$ cat config.mk
export PLATFORM = sky130hd
export DESIGN_NAME = pad_link_gearbox
export DESIGN_NICKNAME = d
export VERILOG_FILES = /design/src/rtl/pad_link_pkg.sv /design/src/rtl/sync_fifo.sv /design/src/rtl/pad_link_gearbox.sv
export SDC_FILE = /design/constraint.sdc
export NUM_CORES = 1
export LEC_CHECK = 0
export ABC_AREA = 1
export CORE_MARGIN = 5
export CORE_UTILIZATION = 57
export DETAILED_ROUTE_END_ITERATION = 12
export GPL_ROUTABILITY_DRIVEN = 0
export PLACE_DENSITY = 0.79
export RECOVER_POWER = 100
export SYNTH_ARGS = -nofsm -noshare
export SYNTH_HDL_FRONTEND = slang
export SYNTH_SLANG_ARGS = --single-unit
$ cat constraint.sdc
create_clock -name wb_clk_i -period 3.7 [get_ports wb_clk_i]
set_input_delay 0.555 -clock wb_clk_i [delete_from_list [all_inputs] [get_ports wb_clk_i]]
set_output_delay 0.555 -clock wb_clk_i [all_outputs]
set_load 0.01 [all_outputs]
$ cat src/rtl/pad_link_pkg.sv
// Shared types and helpers for the pad-side link gearbox.
package pad_link_pkg;

    typedef enum logic {SER_IDLE, SER_SHIFT} ser_state_t;

    function automatic int beats(input int dw, input int pw);
        return (dw + pw - 1) / pw;
    endfunction

endpackage

$ cat src/rtl/sync_fifo.sv
// First-word-fall-through synchronous FIFO with full/empty flags and a flush input.
module sync_fifo #(
    parameter int WIDTH = 8,
    parameter int DEPTH = 4
) (
    input  logic             clk,
    input  logic             rst,
    input  logic             flush,
    input  logic             push,
    input  logic [WIDTH-1:0] push_data,
    input  logic             pop,
    output logic [WIDTH-1:0] pop_data,
    output logic             full,
    output logic             empty
);
    localparam int AW = $clog2(DEPTH);

    logic [WIDTH-1:0] mem_q [DEPTH];
    logic [AW:0]      wr_q, wr_d;
    logic [AW:0]      rd_q, rd_d;

    // Pointers carry one extra wrap bit so full and empty are distinguishable.
    assign full     = (wr_q[AW] != rd_q[AW]) && (wr_q[AW-1:0] == rd_q[AW-1:0]);
    assign empty    = (wr_q == rd_q);
    assign pop_data = mem_q[rd_q[AW-1:0]];

    always_comb begin
        wr_d = wr_q;
        rd_d = rd_q;
        if (flush) begin
            wr_d = '0;
            rd_d = '0;
        end else begin
            if (push && !full) wr_d = wr_q + (AW+1)'(1);
            if (pop && !empty) rd_d = rd_q + (AW+1)'(1);
        end
    end

    always_ff @(posedge clk or posedge rst) begin
        if (rst) begin
            wr_q <= '0;
            rd_q <= '0;
        end else begin
            wr_q <= wr_d;
            rd_q <= rd_d;
        end
    end

    always_ff @(posedge clk) begin
        if (push && !full && !flush) mem_q[wr_q[AW-1:0]] <= push_data;
    end

endmodule

$ cat src/rtl/pad_link_gearbox.sv
// Pad-side gearbox: deserialises pin beats into core words and serialises result words onto pins.
module pad_link_gearbox
    import pad_link_pkg::*;
#(
    parameter int DATA_WIDTH = 11,
    parameter int PAD_WIDTH  = 4,
    parameter int IN_DEPTH   = 4,
    parameter int OUT_DEPTH  = 4,
    parameter int CNT_WIDTH  = 16
) (
    input  logic                  wb_clk_i,
    input  logic                  wb_rst_i,
    input  logic                  cfg_msb_first,
    input  logic                  cfg_flush,
    input  logic                  pad_in_valid,
    input  logic [PAD_WIDTH-1:0]  pad_in_data,
    output logic                  pad_in_ready,
    output logic                  core_in_valid,
    output logic [DATA_WIDTH-1:0] core_in_data,
    input  logic                  core_in_ready,
    input  logic                  core_out_valid,
    input  logic [DATA_WIDTH-1:0] core_out_data,
    output logic                  core_out_ready,
    output logic                  pad_out_valid,
    output logic [PAD_WIDTH-1:0]  pad_out_data,
    input  logic                  pad_out_ready,
    output logic [CNT_WIDTH-1:0]  in_word_count,
    output logic [CNT_WIDTH-1:0]  out_word_count
);
    localparam int BEATS = beats(DATA_WIDTH, PAD_WIDTH);
    localparam int WW    = BEATS * PAD_WIDTH;
    localparam int BCW   = (BEATS > 1) ? $clog2(BEATS) : 1;
    localparam logic [BCW-1:0] LAST_BEAT = BCW'(BEATS - 1);

    function automatic logic [PAD_WIDTH-1:0] slice_of(input logic [WW-1:0] w, input logic msb,
                                                      input logic [BCW-1:0] beat);
        int idx;
        idx = msb ? (BEATS - 1 - int'(beat)) : int'(beat);
        return w[idx*PAD_WIDTH +: PAD_WIDTH];
    endfunction

    logic                  in_full, in_empty, in_push, in_accept, in_beat_msb;
    logic [DATA_WIDTH-1:0] in_push_data;
    logic [BCW-1:0]        in_beat_q, in_beat_d;
    logic                  in_msb_q, in_msb_d;
    logic [WW-1:0]         in_word_q, in_word_d;
    logic [CNT_WIDTH-1:0]  in_cnt_q, in_cnt_d;
    int                    in_idx;

    logic                  out_full, out_empty, out_pop, out_load, out_last;
    logic [DATA_WIDTH-1:0] out_head;
    ser_state_t            state_q, state_d;
    logic [BCW-1:0]        out_beat_q, out_beat_d;
    logic                  out_msb_q, out_msb_d;
    logic [WW-1:0]         out_word_q, out_word_d;
    logic                  pad_out_valid_q, pad_out_valid_d;
    logic [PAD_WIDTH-1:0]  pad_out_data_q, pad_out_data_d;
    logic [CNT_WIDTH-1:0]  out_cnt_q, out_cnt_d;

    assign pad_in_ready   = (in_beat_q != LAST_BEAT) || !in_full;
    assign core_in_valid  = !in_empty;
    assign core_out_ready = !out_full;
    assign pad_out_valid  = pad_out_valid_q;
    assign pad_out_data   = pad_out_data_q;
    assign in_word_count  = in_cnt_q;
    assign out_word_count = out_cnt_q;

    // Beat order is taken live on beat 0 and held for the rest of the word.
    always_comb begin
        in_accept    = pad_in_valid && pad_in_ready && !cfg_flush;
        in_beat_msb  = (in_beat_q == '0) ? cfg_msb_first : in_msb_q;
        in_idx       = in_beat_msb ? (BEATS - 1 - int'(in_beat_q)) : int'(in_beat_q);
        in_word_d    = in_word_q;
        in_beat_d    = in_beat_q;
        in_msb_d     = in_msb_q;
        in_push      = 1'b0;
        if (cfg_flush) begin
            in_beat_d = '0;
        end else if (in_accept) begin
            in_word_d[in_idx*PAD_WIDTH +: PAD_WIDTH] = pad_in_data;
            in_msb_d = in_beat_msb;
            if (in_beat_q == LAST_BEAT) begin
                in_push   = 1'b1;
                in_beat_d = '0;
            end else begin
                in_beat_d = in_beat_q + BCW'(1);
            end
        end
        in_push_data = in_word_d[DATA_WIDTH-1:0];
        in_cnt_d     = (in_push && (in_cnt_q != '1)) ? in_cnt_q + CNT_WIDTH'(1) : in_cnt_q;
    end

    always_comb begin
        state_d         = state_q;
        out_beat_d      = out_beat_q;
        out_msb_d       = out_msb_q;
        out_word_d      = out_word_q;
        pad_out_valid_d = pad_out_valid_q;
        pad_out_data_d  = pad_out_data_q;
        out_load        = 1'b0;
        out_last        = 1'b0;
        out_pop         = 1'b0;
        if (cfg_flush) begin
            state_d         = SER_IDLE;
            out_beat_d      = '0;
            pad_out_valid_d = 1'b0;
            pad_out_data_d  = '0;
        end else begin
            case (state_q)
                SER_IDLE: out_load = !out_empty;
                SER_SHIFT: begin
                    if (pad_out_ready) begin
                        if (out_beat_q == LAST_BEAT) begin
                            out_last = 1'b1;
                            if (!out_empty) begin
                                out_load = 1'b1;
                            end else begin
                                state_d         = SER_IDLE;
                                pad_out_valid_d = 1'b0;
                                pad_out_data_d  = '0;
                            end
                        end else begin
                            out_beat_d     = out_beat_q + BCW'(1);
                            pad_out_data_d = slice_of(out_word_q, out_msb_q, out_beat_d);
                        end
                    end
                end
                default: state_d = SER_IDLE;
            endcase
        end
        // Reloading straight from the FIFO head keeps back-to-back words bubble-free.
        if (out_load) begin
            out_pop         = 1'b1;
            out_word_d      = WW'(out_head);
            out_msb_d       = cfg_msb_first;
            out_beat_d      = '0;
            state_d         = SER_SHIFT;
            pad_out_valid_d = 1'b1;
            pad_out_data_d  = slice_of(out_word_d, cfg_msb_first, '0);
        end
        out_cnt_d = (out_last && (out_cnt_q != '1)) ? out_cnt_q + CNT_WIDTH'(1) : out_cnt_q;
    end

    always_ff @(posedge wb_clk_i or posedge wb_rst_i) begin
        if (wb_rst_i) begin
            in_beat_q       <= '0;
            in_msb_q        <= 1'b0;
            in_word_q       <= '0;
            in_cnt_q        <= '0;
            state_q         <= SER_IDLE;
            out_beat_q      <= '0;
            out_msb_q       <= 1'b0;
            out_word_q      <= '0;
            pad_out_valid_q <= 1'b0;
            pad_out_data_q  <= '0;
            out_cnt_q       <= '0;
        end else begin
            in_beat_q       <= in_beat_d;
            in_msb_q        <= in_msb_d;
            in_word_q       <= in_word_d;
            in_cnt_q        <= in_cnt_d;
            state_q         <= state_d;
            out_beat_q      <= out_beat_d;
            out_msb_q       <= out_msb_d;
            out_word_q      <= out_word_d;
            pad_out_valid_q <= pad_out_valid_d;
            pad_out_data_q  <= pad_out_data_d;
            out_cnt_q       <= out_cnt_d;
        end
    end

    sync_fifo #(.WIDTH(DATA_WIDTH), .DEPTH(IN_DEPTH)) u_in_fifo (
        .clk       (wb_clk_i),
        .rst       (wb_rst_i),
        .flush     (cfg_flush),
        .push      (in_push),
        .push_data (in_push_data),
        .pop       (core_in_ready && !in_empty),
        .pop_data  (core_in_data),
        .full      (in_full),
        .empty     (in_empty)
    );

    sync_fifo #(.WIDTH(DATA_WIDTH), .DEPTH(OUT_DEPTH)) u_out_fifo (
        .clk       (wb_clk_i),
        .rst       (wb_rst_i),
        .flush     (cfg_flush),
        .push      (core_out_valid && !out_full),
        .push_data (core_out_data),
        .pop       (out_pop),
        .pop_data  (out_head),
        .full      (out_full),
        .empty     (out_empty)
    );

endmodule

==> results.json <==
{
  "status": "complete, but fails checks",
  "violations": "capacitance limit, slew limit",
  "finClkSkew_ps": 7.34,
  "vias_per_cell": 5.36,
  "yosys.area_share.simple_pct": 21.4,
  "tightest_slew_ps": 1510,
  "crit_type": "register to output port",
  "cts_root_buf": "clkbuf_16",
  "ys_types": 32,
  "grt_pass1_vias": 5685,
  "antenna_cells": 0,
  "die_area_um2": 16300,
  "num_vias": 5944,
  "clk_latency_ps": 430,
  "reg2reg_to": "u_in_fifo.mem_q[2][2]",
  "clock_path_buffers": 2,
  "numCtsBuffers": 17,
  "ff2ff_path_depth": 15,
  "worstPathMaxFanout": 14,
  "cts_num_sinks": 166,
  "path_clk_slew_ps": 60,
  "yosys.area.top_type": "edfxtp_1",
  "cp_common_cell": "nand2_1",
  "crit_path_max_incr_delay_ps": 640,
  "grt_pass1_wl_mm": 27.1,
  "antenna_found_initial": 0,
  "postCtsSetupBuffers": 0,
  "dp_hpwl_mm": 11.3,
  "syn_area_um2": 7870,
  "power.total_uw": 5560,
  "cp-end-kind": "output port",
  "seq_area_frac_synth_pct": 58.4,
  "synthCells": 833,
  "powerDensity_nw_per_um2": 599,
  "drt_iter0_drc": 553,
  "synth_edf_count": 88,
  "synth_top_family_by_area": "simple AND/OR/NAND/NOR gates",
  "holdPathStages": 2,
  "period_minus_slack_ps": 3310,
  "ys_async_sr_fraction_pct": 47.0,
  "crit_buf_inv": 3,
  "drc": 0,
  "max_freq_mhz": 302,
  "final_common_cell": "nand2_1",
  "port_buffers": 73,
  "arrival_ps": 2750,
  "syn-num-nets": 879,
  "start_kind": "register",
  "synth_xor_xnor_area_share_pct": 3.67,
  "yosysTopAreaCellShare_pct": 33.6,
  "rows": 43,
  "synth-compound-area-share_pct": 7.62,
  "synthAdderAreaFrac_pct": 3.66,
  "cts_tree": "done",
  "rsz0062_at_grt": "false",
  "ff2ff_setup_slack_ps": 480,
  "track_usage_pct": 21.1,
  "finalCritPeriodShare_pct": 89.4,
  "max_slew_margin_pct": -0.571,
  "final_nets": 961,
  "start_util_pct": 57.3,
  "grt_max_degree": 31,
  "rr_startpoint": "in_beat_q[0]",
  "die_w_um": 127,
  "synth_seq_cells": 166,
  "min_from": "pad_out_data[0]",
  "chipHeight_um": 127,
  "yosysWarnings": 0,
  "layout.cells.most_common_list": "nand2_1, edfxtp_1, nor2_1",
  "htree_levels": 4,
  "avgSynthCellArea_um2": 9.44,
  "area_growth_pct": 18.1,
  "drt-total-wl_mm": 16.4,
  "fin_tns_setup_ps": 0,
  "hold_buffers": 0,
  "synthTopCellsByArea": "edfxtp_1, dfrtp_1, nand2_1, o21ai_0, nor2_1",
  "cp_slowest_cell": "dlygate4sd3_1",
  "io_pins": 74,
  "grt_remaining_overflow": 0,
  "ant_nets": 0,
  "muxShareOfSynthArea_pct": 0,
  "max-cap-violations": 1,
  "critPathRequiredTime_ps": 3140,
  "stdcell_count": 1108,
  "crit_path_cell_trace": "clkbuf_1, inv_1, nand2_1, nand2_1, nand4_1, dlygate4sd3_1",
  "crit_family": "buffers and inverters",
  "maxSlewViolCount": 29,
  "ys.flop_type": "edfxtp_1",
  "setup-violations-final": 0,
  "firstDrtPassIters": 6,
  "worstHoldEndpoint": "pad_out_data[0]",
  "drive_gt1_share_pct": 4.53,
  "min_path_type": "register to register",
  "cts.repair.resized": 0,
  "p_leak_uw": 0.00403,
  "core_um2": 13700,
  "post_drt_wl_per_cell_um": 14.8,
  "dp_cells": 1076,
  "hold_viol": 0,
  "ir_drop_uv": 329
}
==> synthesized netlist by cell type (2+ instances only) <==
library cell	instances
ha_1	23
o21ai_1	9
o22ai_1	17
buf_6	2
a21oi_1	6
o21ai_0	70
nor2_4	2
nor3_1	15
dfrtp_1	78
edfxtp_1	88
xnor2_1	8
nand2_1	219
inv_1	74
nor2_2	2
buf_2	10
nand3_1	54
clkbuf_1	10
nor2_1	85
o21ai_2	6
nand2_2	4
nand4_1	15
buf_4	2
xor2_1	25
==> cell families after synthesis <==
logic type               after synthesis
XOR/XNOR                              33
AND/OR/NAND/NOR                      401
adder cells (fa/ha/maj)               23
AO/OA/AOI/OAI                        110
flip-flops                           166
buffers and inverters                100
==> worst register-to-register path: cells and delay by family, from the launching register on <==
family / cells / cell delay [ps]
AND/OR/NAND/NOR: 6 / 860
flip-flops: 1 / 410
buffers and inverters: 3 / 270
AO/OA/AOI/OAI: 3 / 630
adder cells (fa/ha/maj): 3 / 790
==> where the power goes <==
group | switching [uW] | total, uW | leakage [uW] | internal, uW
Clock | 747 | 1690 | 0.000277 | 940
Sequential | 175 | 2350 | 0.00183 | 2170
Combinational | 943 | 1530 | 0.00192 | 588
Total | 1860 | 5560 | 0.00403 | 3700
==> final cells by class <==
type                    instances  area, um2
flip-flops and latches        166       4590
clock buffers                  17        425
repair buffers                 88        798
fillers                      1056       4430
clock inverters                15        140
inverters                      75        283
well taps                     180        225
multi-input cells             567       2830
==> flip-flops by register name, summed over array words and instances, names as in the netlist, 3 cells and up <==
name and cells:
in_word_count 16, in_word_q 11, pad_out_data 4, out_word_count 16, out_word_q 11, u_out_fifo.wr_q 3
u_out_fifo.mem_q 44, u_in_fifo.mem_q 44, u_in_fifo.rd_q 3, u_out_fifo.rd_q 3, u_in_fifo.wr_q 3
==> per-stage QoR <==
stage	util (%)	instance area (um2)	setup slack [ps]	hold slack, ps
floorplan	-	7870	973	442
global placement	64.2	8810	323	461
detailed placement	64.2	8810	209	468
CTS	68.3	9370	492	472
global route	67.7	9290	85.3	503
finish	67.7	9290	391	475
==> worst max path at each step <==
stage                                  start                     to  slack (ps)  cells after the start
after floorplan                 in_beat_q[0]  u_in_fifo.mem_q[0][0]         970                     15
after global placement         cfg_msb_first  u_in_fifo.mem_q[0][2]         320                     16
after detailed placement       cfg_msb_first  u_in_fifo.mem_q[0][3]         210                     16
after CTS                       in_beat_q[0]  u_in_fifo.mem_q[2][2]         490                     15
after global routing            in_beat_q[0]  u_in_fifo.mem_q[2][2]          90                     15
final                     u_out_fifo.rd_q[1]         core_out_ready         390                      6
==> layer usage <==
metal	up-vias	global-route usage (%)	share of wire, %
li1	2939	-	-
met1	2806	27.8	45
met2	175	34.9	47
met3	24	4.60	6.1
met4	0	7.44	1.5
met5	-	0	0
(Power assumes the default switching activity.)
